**src/rtl/uart_rx_ovs.sv**
```systemverilog
// uart_rx_ovs: oversampling UART receiver (majority vote, parity/stop checks,
// break detect) feeding an error-tagged receive FIFO. Defining
// UART_RX_TIMEOUT_EN adds an idle character-timeout pulse on rx_timeout.
module uart_rx_ovs #(
    parameter int CLOCK_FREQ = 100_000_000,
    parameter int BAUD       = 115200,
    parameter int DATA_BITS  = 8,
    parameter int PARITY     = 0,
    parameter int STOP_BITS  = 1,
    parameter int OVERSAMPLE = 16,
    parameter int FIFO_DEPTH = 16
) (
    input  logic                          clk,
    input  logic                          rst,
    input  logic                          rx,
    input  logic                          rd_en,
    output logic [DATA_BITS-1:0]          d_out,
    output logic [1:0]                    d_err,
    output logic                          empty,
    output logic                          full,
    output logic [$clog2(FIFO_DEPTH):0]   count,
    output logic                          rx_error,
    output logic                          parity_error,
    output logic                          fifo_overflow,
    output logic                          break_det,
    output logic                          rx_timeout
);
    localparam int DIV = (CLOCK_FREQ + (BAUD * OVERSAMPLE) / 2) / (BAUD * OVERSAMPLE);
    localparam int TW  = DIV > 1 ? $clog2(DIV) : 1;
    localparam int SW  = $clog2(OVERSAMPLE);
    localparam int M   = OVERSAMPLE / 2;
    localparam int BW  = $clog2(DATA_BITS);
    localparam int AW  = $clog2(FIFO_DEPTH);
    localparam int CW  = AW + 1;
    localparam int EW  = DATA_BITS + 2;

    localparam logic [2:0] S_IDLE   = 3'd0;
    localparam logic [2:0] S_START  = 3'd1;
    localparam logic [2:0] S_DATA   = 3'd2;
    localparam logic [2:0] S_PARITY = 3'd3;
    localparam logic [2:0] S_STOP   = 3'd4;
    localparam logic [2:0] S_BREAK  = 3'd5;

    logic [TW-1:0]        tick_cnt;
    logic                 tick;
    logic                 rx_m, rx_s, rx_p;
    logic                 fall, start_det;
    logic [2:0]           state;
    logic [SW-1:0]        samp_cnt, samp_nxt, hi_cnt;
    logic                 v0, v1, maj, mid;
    logic [DATA_BITS-1:0] data;
    logic [BW-1:0]        bit_idx;
    logic                 stop_idx;
    logic                 perr, ferr, ferr_fin, par_exp;
    logic                 frame_done;
    logic [EW-1:0]        mem [FIFO_DEPTH];
    logic [AW-1:0]        wr_ptr, rd_ptr;
    logic                 wr_ok, rd_ok;

    assign tick       = tick_cnt == TW'(DIV - 1);
    assign fall       = rx_p & ~rx_s;
    assign start_det  = state == S_IDLE && fall;
    assign samp_nxt   = samp_cnt == SW'(OVERSAMPLE - 1) ? '0 : samp_cnt + 1'b1;
    assign mid        = tick && samp_nxt == SW'(M + 1);
    assign maj        = (v0 & v1) | (v0 & rx_s) | (v1 & rx_s);
    assign par_exp    = PARITY == 1 ? ~^data : ^data;
    assign ferr_fin   = ferr | ~maj;
    assign frame_done = state == S_STOP && mid && stop_idx == 1'(STOP_BITS - 1);
    assign break_det  = state == S_BREAK;
    assign empty      = count == '0;
    assign full       = count == CW'(FIFO_DEPTH);
    assign rd_ok      = rd_en && !empty;
    assign wr_ok      = frame_done && (!full || rd_en);

    // Free-running oversample tick divider
    always_ff @(posedge clk)
        if (rst) tick_cnt <= '0;
        else     tick_cnt <= tick ? '0 : tick_cnt + 1'b1;

    // Two-flop synchroniser plus delayed copy for falling-edge detection
    always_ff @(posedge clk)
        if (rst) begin
            rx_m <= 1'b1;
            rx_s <= 1'b1;
            rx_p <= 1'b1;
        end else begin
            rx_m <= rx;
            rx_s <= rx_m;
            rx_p <= rx_s;
        end

    // Sample phase tracking, majority sampling and frame-decoding state machine
    always_ff @(posedge clk)
        if (rst) begin
            state    <= S_IDLE;
            samp_cnt <= '0;
            hi_cnt   <= '0;
            v0       <= 1'b1;
            v1       <= 1'b1;
            data     <= '0;
            bit_idx  <= '0;
            stop_idx <= 1'b0;
            perr     <= 1'b0;
            ferr     <= 1'b0;
        end else begin
            samp_cnt <= start_det ? '0 : tick ? samp_nxt : samp_cnt;
            if (tick && samp_nxt == SW'(M - 1)) v0 <= rx_s;
            if (tick && samp_nxt == SW'(M))     v1 <= rx_s;
            hi_cnt <= state != S_BREAK || !rx_s ? '0 : tick ? hi_cnt + 1'b1 : hi_cnt;
            case (state)
                S_IDLE:
                    if (start_det) state <= S_START;
                S_START:
                    if (mid) begin
                        state   <= maj ? S_IDLE : S_DATA;
                        bit_idx <= '0;
                        perr    <= 1'b0;
                        ferr    <= 1'b0;
                    end
                S_DATA:
                    if (mid) begin
                        data    <= {maj, data[DATA_BITS-1:1]};
                        bit_idx <= bit_idx + 1'b1;
                        if (bit_idx == BW'(DATA_BITS - 1)) begin
                            state    <= PARITY != 0 ? S_PARITY : S_STOP;
                            stop_idx <= 1'b0;
                        end
                    end
                S_PARITY:
                    if (mid) begin
                        perr  <= maj != par_exp;
                        state <= S_STOP;
                    end
                S_STOP:
                    if (mid) begin
                        ferr     <= ferr_fin;
                        stop_idx <= 1'b1;
                        if (frame_done) state <= data == '0 && ferr_fin ? S_BREAK : S_IDLE;
                    end
                S_BREAK:
                    if (tick && rx_s && hi_cnt == SW'(OVERSAMPLE - 1)) state <= S_IDLE;
                default:
                    state <= S_IDLE;
            endcase
        end

    // FIFO pointers, occupancy and registered read port
    always_ff @(posedge clk)
        if (rst) begin
            wr_ptr <= '0;
            rd_ptr <= '0;
            count  <= '0;
            d_out  <= '0;
            d_err  <= '0;
        end else begin
            if (wr_ok) wr_ptr <= wr_ptr + 1'b1;
            if (rd_ok) begin
                rd_ptr         <= rd_ptr + 1'b1;
                {d_err, d_out} <= mem[rd_ptr];
            end
            count <= count + CW'(wr_ok) - CW'(rd_ok);
        end

    // FIFO storage: {parity error, framing error, data} per entry
    always_ff @(posedge clk)
        if (wr_ok) mem[wr_ptr] <= {perr, ferr_fin, data};

    // One-cycle status pulses for each completed frame
    always_ff @(posedge clk)
        if (rst) begin
            rx_error      <= 1'b0;
            parity_error  <= 1'b0;
            fifo_overflow <= 1'b0;
        end else begin
            rx_error      <= frame_done && ferr_fin;
            parity_error  <= frame_done && perr;
            fifo_overflow <= frame_done && full && !rd_en;
        end

`ifdef UART_RX_TIMEOUT_EN
    localparam int TO_LIM = 4 * (1 + DATA_BITS + (PARITY != 0 ? 1 : 0) + STOP_BITS) * OVERSAMPLE;
    localparam int TOW    = $clog2(TO_LIM + 1);

    logic [TOW-1:0] to_cnt;
    logic           to_inc;

    assign to_inc = tick && state == S_IDLE && !empty && to_cnt != TOW'(TO_LIM);

    // Idle character timeout: counts ticks up to the limit once, then holds
    always_ff @(posedge clk)
        if (rst || rd_ok || start_det) begin
            to_cnt     <= '0;
            rx_timeout <= 1'b0;
        end else begin
            if (to_inc) to_cnt <= to_cnt + 1'b1;
            rx_timeout <= to_inc && to_cnt == TOW'(TO_LIM - 1);
        end
`else
    assign rx_timeout = 1'b0;
`endif
endmodule

```
**config.mk**
```make
export PLATFORM = sky130hd
export DESIGN_NAME = uart_rx_ovs
export DESIGN_NICKNAME = d
export VERILOG_FILES = /design/src/rtl/uart_rx_ovs.sv
export SDC_FILE = /design/constraint.sdc
export NUM_CORES = 1
export LEC_CHECK = 0
export ABC_CLOCK_PERIOD_IN_PS = 3500
export CAP_MARGIN = 20
export CORE_MARGIN = 2
export CORE_UTILIZATION = 41
export DETAILED_ROUTE_END_ITERATION = 8
export GPL_ROUTABILITY_DRIVEN = 0
export GPL_TIMING_DRIVEN = 1
export SLEW_MARGIN = 20
export SYNTH_ARGS = -nofsm -noshare
export SYNTH_HDL_FRONTEND = slang
export SYNTH_SLANG_ARGS = --single-unit
```
**constraint.sdc**
```tcl
create_clock -name clk -period 3.5 [get_ports clk]
set_input_delay 0.875 -clock clk [delete_from_list [all_inputs] [get_ports clk]]
set_output_delay 0.875 -clock clk [all_outputs]
set_load 0.01 [all_outputs]
```
==> impl_results.md, run 1 <==
- Residual DRC: 0
- Boundary pin count: 26
- Synth top area share: 0.5322
- Crit path capture type: register
- Leakage: 3.552 nW
- Min cycle time layout: 3106 ps
- Post-CTS setup buffer count: 0
- Total CTS buffers: 24
- # clock sinks: 222
- Final setup vio count: 0
- CTS Root Cell: clkbuf_16
- Post-CTS Resized: 0
- Number of flops mapped to enable cells by yosys: between 150 and 200
- Dpl cells: ~900
- Largest area contributor in the netlist: edfxtp_1
- Post-synth ARST share: 0
- Die width: 152.4 um
- Initial core utilization: 0.4163
- Layout cells sized above 1: 0.1619
- Number of distinct library cells after synthesis: 57
- Reg-to-reg startpoint: samp_cnt[1]$_SDFFE_PP0P_
- Drt pass-1 iters: 4
- Vias per inst: between 5 and 6
- Crit path arrival time: 3530 ps
- Switch Pwr: about 1.6 mW
- H-tree Lvls: 1
- Max IR drop VDD: between 0.4 and 0.5 mV
- CTS tree: yes
- Cell chain of the critical path: ha_1 > xor2_1 > nor3_4 > and4_1 > inv_2 > ha_1 > inv_1 > ha_1 > inv_1 > fa_1 > inv_1 > a21oi_1 > nor2_1 > or3_1 > a21oi_1
- HP Class: register to register
- Max clock buf depth: 3
- Hold_buf cts: 0
- CP Capture Point: count[4]$_SDFF_PP0_
- Clk Latency, worst-skew pair: 510 ps
- Die Y: approximately 150 um
- Status: completed
- Sw Share: 0.2506
- Critical R2R Capture: count[4]$_SDFF_PP0_
- Largest net degree at the start of global routing: between 50 and 60
- Max FO, Critical Path: 7
- DP Area: about 0.0097 mm^2
- Slowest CP cell: dfxtp_1
- Power Density: around 630 mW/mm^2
- Yosys warning count: 0
- Peak Freq: around 320 MHz
- Min-delay src: rx_m$_SDFF_PP1_
- PortBufs: 24
- CP required: approximately 4000 ps
- Initial antenna violation count: 0
- Setup TNS: 0 ps
- Register clock-pin slew on the reported worst setup and hold paths: approximately 50 ps
- Combinational power share: 0.181
- Worst Max-Slew Pin Slew: around 1000 ps
- CP max stage delay: 430 ps
- Int Pwr: about 5 mW
- Avg Synthesized Cell Area: ~15 um^2
- Hold Vio Cnt, Final: 0
- Final hold slack: ~410 ps
- Final slew viol count: 0
- Critical path startpoint category: register
- Sequential cell area fraction in the yosys report: 0.6696
- Vias: 5093
- Yosys reg bits: about 220
- Gr ovfl total: 0
- Layout area overhead: 15.70%
- First-pass GRT wire length: approximately 29000 um
- Setup ws final: just under 400 ps
- WL per Instance: roughly 19 um
- Pre-CTS WS: around 140 ps
- Diodes inserted: 0
- Cells after synthesis: between 600 and 700
- WL final: between 15000 and 20000 um
- Worst Setup SP: samp_cnt[1]$_SDFFE_PP0P_
- Flop pwr share: 0.454
- Nets: around 680
- Post-Layout Cell Count: roughly 950
- Top cells by area, synth: edfxtp_1 (53%), dfxtp_1 (14%), mux4_2 (10%)
- Final core utilization: 0.4817
- Max-Cap Viols: 0
- DRT iter0 DRCs: between 300 and 400
- Post-route ant nets: 0
- Die ar.: ~0.023 mm^2
- Length in cells of the worst reg-to-reg path: 15
- Flop2flop setup slack: between 300 and 400 ps
- Total track usage: 0.1591
- Final period util: 0.8874
- Synth Flop Type: edfxtp_1
- Layout filler cell count: around 1.9k
- Rows: 54
- WS Path Type: register to register
- Core area: ~0.022 mm^2
- Cell Area, Synth: roughly 0.009 mm^2
- Vias in the first global route: around 5.2k
- RSZ-0062 raised after global routing: no
- Tot Pwr: approximately 6.6 mW
- Clock network power share: 0.365
- Final Cell Area: 0.01045 mm^2
- Setup Skew: between 10 and 15 ps
- Hpwl dp: around 12000 um
- Worst rel slew slack: 0.3512
- Syn_nets: roughly 630
[power groups by stage]
stage / registers [mW] / clock network, mW / logic, mW
finish: 2.97 / 2.39 / 1.19
detailed placement: 3.03 / 0 / 1.18
global route: 2.99 / 2.56 / 1.29
CTS: 2.98 / 2.45 / 1.20
global placement: 3.03 / 0 / 1.16
floorplan: 2.99 / 0 / 0.846
[worst min path at each step]
stage	end	slack (ps)	cells after the start
after floorplan	rx_s$_SDFF_PP1_	390	1
after CTS	rx_s$_SDFF_PP1_	410	1
after detailed placement	rx_s$_SDFF_PP1_	400	1
after global routing	rx_s$_SDFF_PP1_	430	1
after global placement	rx_s$_SDFF_PP1_	400	1
final	rx_s$_SDFF_PP1_	410	1
[cells in the final DEF, fill, tap and decap left out, drive strengths merged, types with 3 or more instances in the layout]
cell type | Yosys | routed
nand2b | 6 | 6
dfxtp | 62 | 62
nand3 | 14 | 14
o21ai | 9 | 9
mux4 | 40 | 40
nor3 | 15 | 15
mux2i | 9 | 9
or3 | 5 | 5
or2 | 5 | 5
nor2b | 4 | 4
xor2 | 10 | 10
xnor2 | 11 | 11
nand4 | 6 | 6
a21oi | 37 | 37
clkbuf | 16 | 37
nand2 | 20 | 20
buf | 13 | 25
clkdlybuf4s50 | 0 | 23
a22oi | 20 | 20
nor2 | 53 | 53
a211oi | 3 | 3
ha | 24 | 24
inv | 32 | 32
edfxtp | 160 | 160
clkinv | 0 | 6
[routing by layer]
layer | share of wire | vias up | GRT usage
met4 | 0.016 | 0 | 0.03427
li1 | - | 2373 | -
met5 | 0 | - | 0
met1 | 0.44 | 2571 | 0.2178
met3 | 0.045 | 24 | 0.02531
met2 | 0.50 | 125 | 0.2709
[cell families (layout without fill, tap and decap cells)]
group                    after synthesis  count (layout)  synth area share
flip-flops                           222             222            0.6696
AND/OR/NAND/NOR                      143             143           0.08066
AO/OA/AOI/OAI                         81              81           0.05543
buffers and inverters                 61             124           0.02716
multiplexers                          49              49            0.1098
adder cells (fa/ha/maj)               26              26           0.03659
XOR/XNOR                              21              21           0.02037
other                                  1               1         0.0004153
[synthesized netlist by cell type, types with 2 or more instances]
| master | instances |
|---|---|
| dfxtp_1 | 62 |
| nor2b_1 | 4 |
| and3_1 | 2 |
| nor3_1 | 14 |
| clkbuf_1 | 16 |
| nand4_1 | 5 |
| or2_1 | 2 |
| a21oi_1 | 37 |
| nand3_1 | 14 |
| inv_1 | 30 |
| mux2i_1 | 9 |
| nand2b_1 | 6 |
| xor2_1 | 10 |
| o21ai_1 | 2 |
| inv_2 | 2 |
| edfxtp_1 | 160 |
| o21ai_0 | 7 |
| or4b_1 | 2 |
| a211oi_1 | 3 |
| mux4_2 | 40 |
| or3_1 | 5 |
| a22oi_1 | 20 |
| nor2_1 | 53 |
| or2_2 | 2 |
| buf_1 | 4 |
| nand2_1 | 20 |
| ha_1 | 24 |
| buf_4 | 2 |
| and4_1 | 2 |
| buf_2 | 7 |
| nor4_1 | 2 |
| xnor2_1 | 11 |
[layout make-up]
| cell class | count | area [um^2] | share of cell area |
|---|---|---|---|
| Multi-Input combinational cell | 321 | 2739 | 0.2622 |
| Clock inverter | 7 | 71.32 | 0.006827 |
| Tap cell | 280 | 350.3 | 0.03354 |
| Sequential cell | 222 | 6048 | 0.5790 |
| Timing Repair Buffer | 48 | 427.9 | 0.04096 |
| Clock buffer | 37 | 689.4 | 0.06600 |
| Inverter | 32 | 120.1 | 0.01150 |
[registers in the layout (all words and copies together) (netlist names), 4 cells and up]
| register | flops |
|---|---|
| samp_cnt | 4 |
| count | 5 |
| rd_ptr | 4 |
| mem | 160 |
| wr_ptr | 4 |
| data | 8 |
| tick_cnt | 6 |
| hi_cnt | 4 |
| d_out | 8 |
[critical path: cells and delay by family, from the launching register on]
family                     cells  cell delay, ps
and+or+nand+nor                4             970
adders and majority gates      4             940
DFF                            1             430
AOI/OAI and AO/OA              2             280
buffers and inverters          4             240
xor gates and xnor gates       1             170
Note: power is estimated with default switching activity, not from simulation.
==> run 2: changes to the inputs <==
--- a/config.mk
+++ b/config.mk
@@ -12,7 +12,9 @@
 export DETAILED_ROUTE_END_ITERATION = 8
 export GPL_ROUTABILITY_DRIVEN = 0
 export GPL_TIMING_DRIVEN = 1
+export PLACE_DENSITY = 0.54
 export SLEW_MARGIN = 20
 export SYNTH_ARGS = -nofsm -noshare
 export SYNTH_HDL_FRONTEND = slang
 export SYNTH_SLANG_ARGS = --single-unit
+export TNS_END_PERCENT = 50
==> impl_results.md, run 2 (synthesized netlist as in run 1, its figures left out) <==
- Status: completed
- Reg-to-reg startpoint: samp_cnt[1]$_SDFFE_PP0P_
- Max-Cap Viols: 0
- CTS tree: yes
- H-tree Lvls: 1
- Vias: between 5k and 6k
- Layout filler cell count: between 1.5k and 2k
- Diodes inserted: 0
- Top flop regs: mem (160), d_out (8), data (8)
- WS Path Type: register to register
- Tot Pwr: between 6 and 7 mW
- Clk Latency, worst-skew pair: about 500 ps
- Gr ovfl total: 0
- PortBufs: 24
- Layout cells sized above 1: 0.1644
- DP Area: slightly below 0.01 mm^2
- Core area: roughly 0.022 mm^2
- Boundary pin count: 26
- Power Density: approximately 630 mW/mm^2
- Rows: 54
- Post-route ant nets: 0
- Initial antenna violation count: 0
- Commonest non-fill, non-tap cell in the layout: edfxtp_1
- WL per Instance: ~20 um
- Hold Vio Cnt, Final: 0
- Most frequent cells in the layout: edfxtp_1 (160), dfxtp_1 (60), nor2_1 (53)
- HP Class: register to register
- Layout area overhead: 16.34%
- Leakage: roughly 3.6 nW
- # clock sinks: about 220
- Min cycle time layout: a little over 3000 ps
- Worst Setup SP: samp_cnt[1]$_SDFFE_PP0P_
- Min-delay src: rx_m$_SDFF_PP1_
- Max reg flops: 160
- RSZ-0062 raised after global routing: no
- Cell chain of the critical path: ha_1 > xor2_1 > nor3_4 > and4_1 > inv_2 > ha_1 > inv_1 > ha_1 > inv_1 > fa_1 > inv_1 > a21oi_1 > nor2_1 > or3_1 > a21oi_1
- Total track usage: 0.1652
- Hold_buf cts: 0
- Vias per inst: about 5.4
- Largest net degree at the start of global routing: between 50 and 60
- Max FO, Critical Path: 7
- Crit path arrival time: between 3000 and 4000 ps
- Die Y: ~150 um
- Final setup vio count: 0
- Final hold slack: just over 400 ps
- Setup Skew: roughly 8.4 ps
- CP required: about 3900 ps
- Critical path startpoint category: register
- Slowest CP cell: dfxtp_1
- Final slew viol count: 0
- Total CTS buffers: 25
- Peak Freq: approximately 330 MHz
- Max clock buf depth: 3
- Setup TNS: 0 ps
- WP buf/inv: 4
- Initial core utilization: 0.4163
- Register clock-pin slew on the reported worst setup and hold paths: ~60 ps
- Final Cell Area: between 0.01 and 0.015 mm^2
- Residual DRC: 0
- Vias in the first global route: around 5.3k
- Post-CTS Resized: 0
- DRT iter0 DRCs: 297
- Die width: 152.4 um
- First-pass GRT wire length: 30100 um
- CP max stage delay: around 440 ps
- Die ar.: about 0.023 mm^2
- Post-CTS setup buffer count: 0
- Worst path top cell family by delay: simple AND/OR/NAND/NOR gates
- Max IR drop VDD: ~0.40 mV
- Drt pass-1 iters: 4
- Final period util: 0.8735
- Largest Register: mem
- CTS Root Cell: clkbuf_16
- Crit path capture type: register
- Nets: 681
- WL final: approximately 19000 um
- Hpwl dp: 11790 um
- Worst Max-Slew Pin Slew: 987.2 ps
- Worst rel slew slack: 0.3248
run 2: final cells by class:
cell class / count / area [um^2] / share of cell area
clock inverters: 14 / 147.6 / 0.01406
flip-flops and latches: 222 / 6048 / 0.5758
clock buffers: 30 / 644.4 / 0.06135
well taps: 280 / 350.3 / 0.03335
multi-input cells: 321 / 2738 / 0.2606
repair buffers: 50 / 455.4 / 0.04336
inverters: 32 / 120.1 / 0.01144
run 2: report_power, final:
group | total (mW) | switching [mW] | internal [mW] | leakage (nW)
clock | 2.51 | 0.982 | 1.53 | 0.391
combinational | 1.18 | 0.559 | 0.623 | 1.20
sequential | 2.97 | 0.112 | 2.86 | 1.99
run 2: final timing paths:
path | slack (ps) | end | depth (start not counted)
max | 440 | count[4]$_SDFF_PP0_ | 15
max reg2reg | 440 | count[4]$_SDFF_PP0_ | 15
min reg2reg | 410 | rx_s$_SDFF_PP1_ | 1
min | 410 | rx_s$_SDFF_PP1_ | 1
run 2: worst reg2reg max path: cells and delay by family (launching register included):
kind | cells | cell delay (ps)
simple gates | 4 | 960
fa+ha+maj | 4 | 910
flops | 1 | 440
compound gates | 2 | 280
buf+inv | 4 | 230
xor+xnor | 1 | 160
run 2: metal layers:
metal	global-route usage	vias up	wire, um
met1	0.2324	2605	8593
met4	0.04139	0	311
met3	0.02816	27	934
met5	0	-	0
li1	-	2381	-
met2	0.2698	116	9028
run 2: metrics by stage:
step | utilization | worst slack, ps | cells
after detailed placement | 0.4478 | 167.8 | 905
after global routing | 0.4843 | 155.2 | 949
after global placement | 0.4478 | 222.5 | 905
after floorplan | - | 640.2 | 604
after CTS | 0.4843 | 442.8 | 949
final | 0.4843 | 442.6 | 949
==> RTL change: new RTL, settings of run 1 <==
The parameter `PARITY` goes from 0 to 1.
--- a/src/rtl/uart_rx_ovs.sv
+++ b/src/rtl/uart_rx_ovs.sv
@@ -5,7 +5,7 @@
     parameter int CLOCK_FREQ = 100_000_000,
     parameter int BAUD       = 115200,
     parameter int DATA_BITS  = 8,
-    parameter int PARITY     = 0,
+    parameter int PARITY     = 1,
     parameter int STOP_BITS  = 1,
     parameter int OVERSAMPLE = 16,
     parameter int FIFO_DEPTH = 16
Check against the original RTL: same outputs for any inputs over 10 cycles, from zero or initial values and one cycle with rst high; that may be too few to reach the edited logic, so the function may still have changed.
==> RTL change against run 1 <==
- sequential cell count unchanged
- via count down 0.51%
- global-route usage down 0.79 points
- routed wire length down 5.7%
- clock skew down 4.9 ps
- worst setup slack worse by 130 ps
- first-iteration DRC count down 26%
- final area up 0.63%
- area after synthesis down 0.25%
- power up 3.5%
==> RTL change: results (changes against run 1) <==
status = finished clean (unchanged)
Synth Area per Inst = 14.6 um2 (was 14.9 um2)
Synth Area in XOR/XNOR = 1.94% (was 2.04%)
Critical Path AT = 3660 ps (was 3530 ps)
syn nets = 644 (was 633)
Via density = 5.27 (was 5.38)
Compound-Gate Fraction of Synth Area = 5.56% (was 5.54%)
DP Area = 9680 um2 (about the same)
DP Wirelength = 11.2 mm (was 11.7 mm)
All-Layer GR Usage = 15.1% (was 15.9%)
first-pass GRT wire length = 28.2 mm (was 29.0 mm)
Max VDD drop = 0.330 mV (was 0.415 mV)
Synth Area in Adders = 3.67% (was 3.66%)
Seq/Total Area, Yosys = 67.1% (was 67.0%)
ratio of cells with drive above 1 in the final layout = 16.6% (was 16.2%)
Max stage delay cell, worst path = or4_1 (was dfxtp_1)
filler instances = 1,833 (was 1,857)
vias = 5,067 (was 5,093)
Max Freq = 309 MHz (was 322 MHz)
net count reported at finish = 692 (was 678)
worst clock skew = 9.02 ps (was 14.0 ps)
Cells after DPL = 916 (was 903)
synth top area cells = edfxtp_1 (53%), dfxtp_1 (14%), mux4_2 (10%) (unchanged)
Slew headroom = 33.2% (was 35.1%)
commonest cells in the netlist = edfxtp_1 (160), dfxtp_1 (62), nor2_1 (52) (was edfxtp_1 (160), dfxtp_1 (62), nor2_1 (53))
Iter 0 DRT Violations = 270 (was 366)
R2R Setup Slk = 260 ps (was 390 ps)
Num CTS Buffers = 25 (was 24)
-- RTL change: cell types whose count changed after synthesis, moves of 3 or more --
cell	delta
nand2_1	+27
a21oi_1	+10
mux2i_1	-7
nor3_1	-5
o21ai_0	-3
or2_2	+3
buf_2	-3
-- RTL change: layout make-up --
cell class	instances	area [um2]	area share, %
clock buffer	40	753	7.16
sequential	222	6050	57.5
timing repair buffer	48	428	4.07
tap	280	350	3.33
inverter	31	116	1.11
multi-input combinational	335	2740	26.0
clock inverter	6	81.3	0.774
-- RTL change: report_power, final --
group	internal (mW)	switching [mW]	total, mW	leakage (nW)
clock	1.61	0.954	2.57	0.407
combinational	0.651	0.577	1.23	1.14
sequential	2.86	0.121	2.99	1.99
total	5.13	1.65	6.78	3.53
-- RTL change: repair_timing --
action                                  in CTS  in global routing
hold endpoints to repair                     0                  0
endpoints found under the setup margin       0                  1
gates resized for setup                      0                  1
-- RTL change: worst max-delay path by stage --
stage	to
2_1_floorplan	count[4]$_SDFF_PP0_
3_3_place_gp	count[4]$_SDFF_PP0_
3_5_place_dp	count[4]$_SDFF_PP0_
4_1_cts	count[4]$_SDFF_PP0_
5_1_grt	count[4]$_SDFF_PP0_
6_report	count[4]$_SDFF_PP0_
-- RTL change: stage by stage --
| step | hold slack [ps] | util [%] | power, mW |
|---|---|---|---|
| global route | 446 | 48.5 | 7.12 |
| floorplan | 389 | - | 3.90 |
| global placement | 403 | 44.6 | 4.25 |
| CTS | 423 | 48.5 | 6.86 |
| finish | 419 | 48.5 | 6.78 |
| detailed placement | 400 | 44.6 | 4.28 |
-- RTL change: routing by layer --
metal	vias up	part of all wire [%]	GRT usage, %	routed length, um
li1	2409	-	-	-
met1	2531	43	19.2	7420
met2	105	51	27.2	8870
met3	22	4.2	2.39	723
met4	0	1.4	3.60	250
met5	-	0	0	0
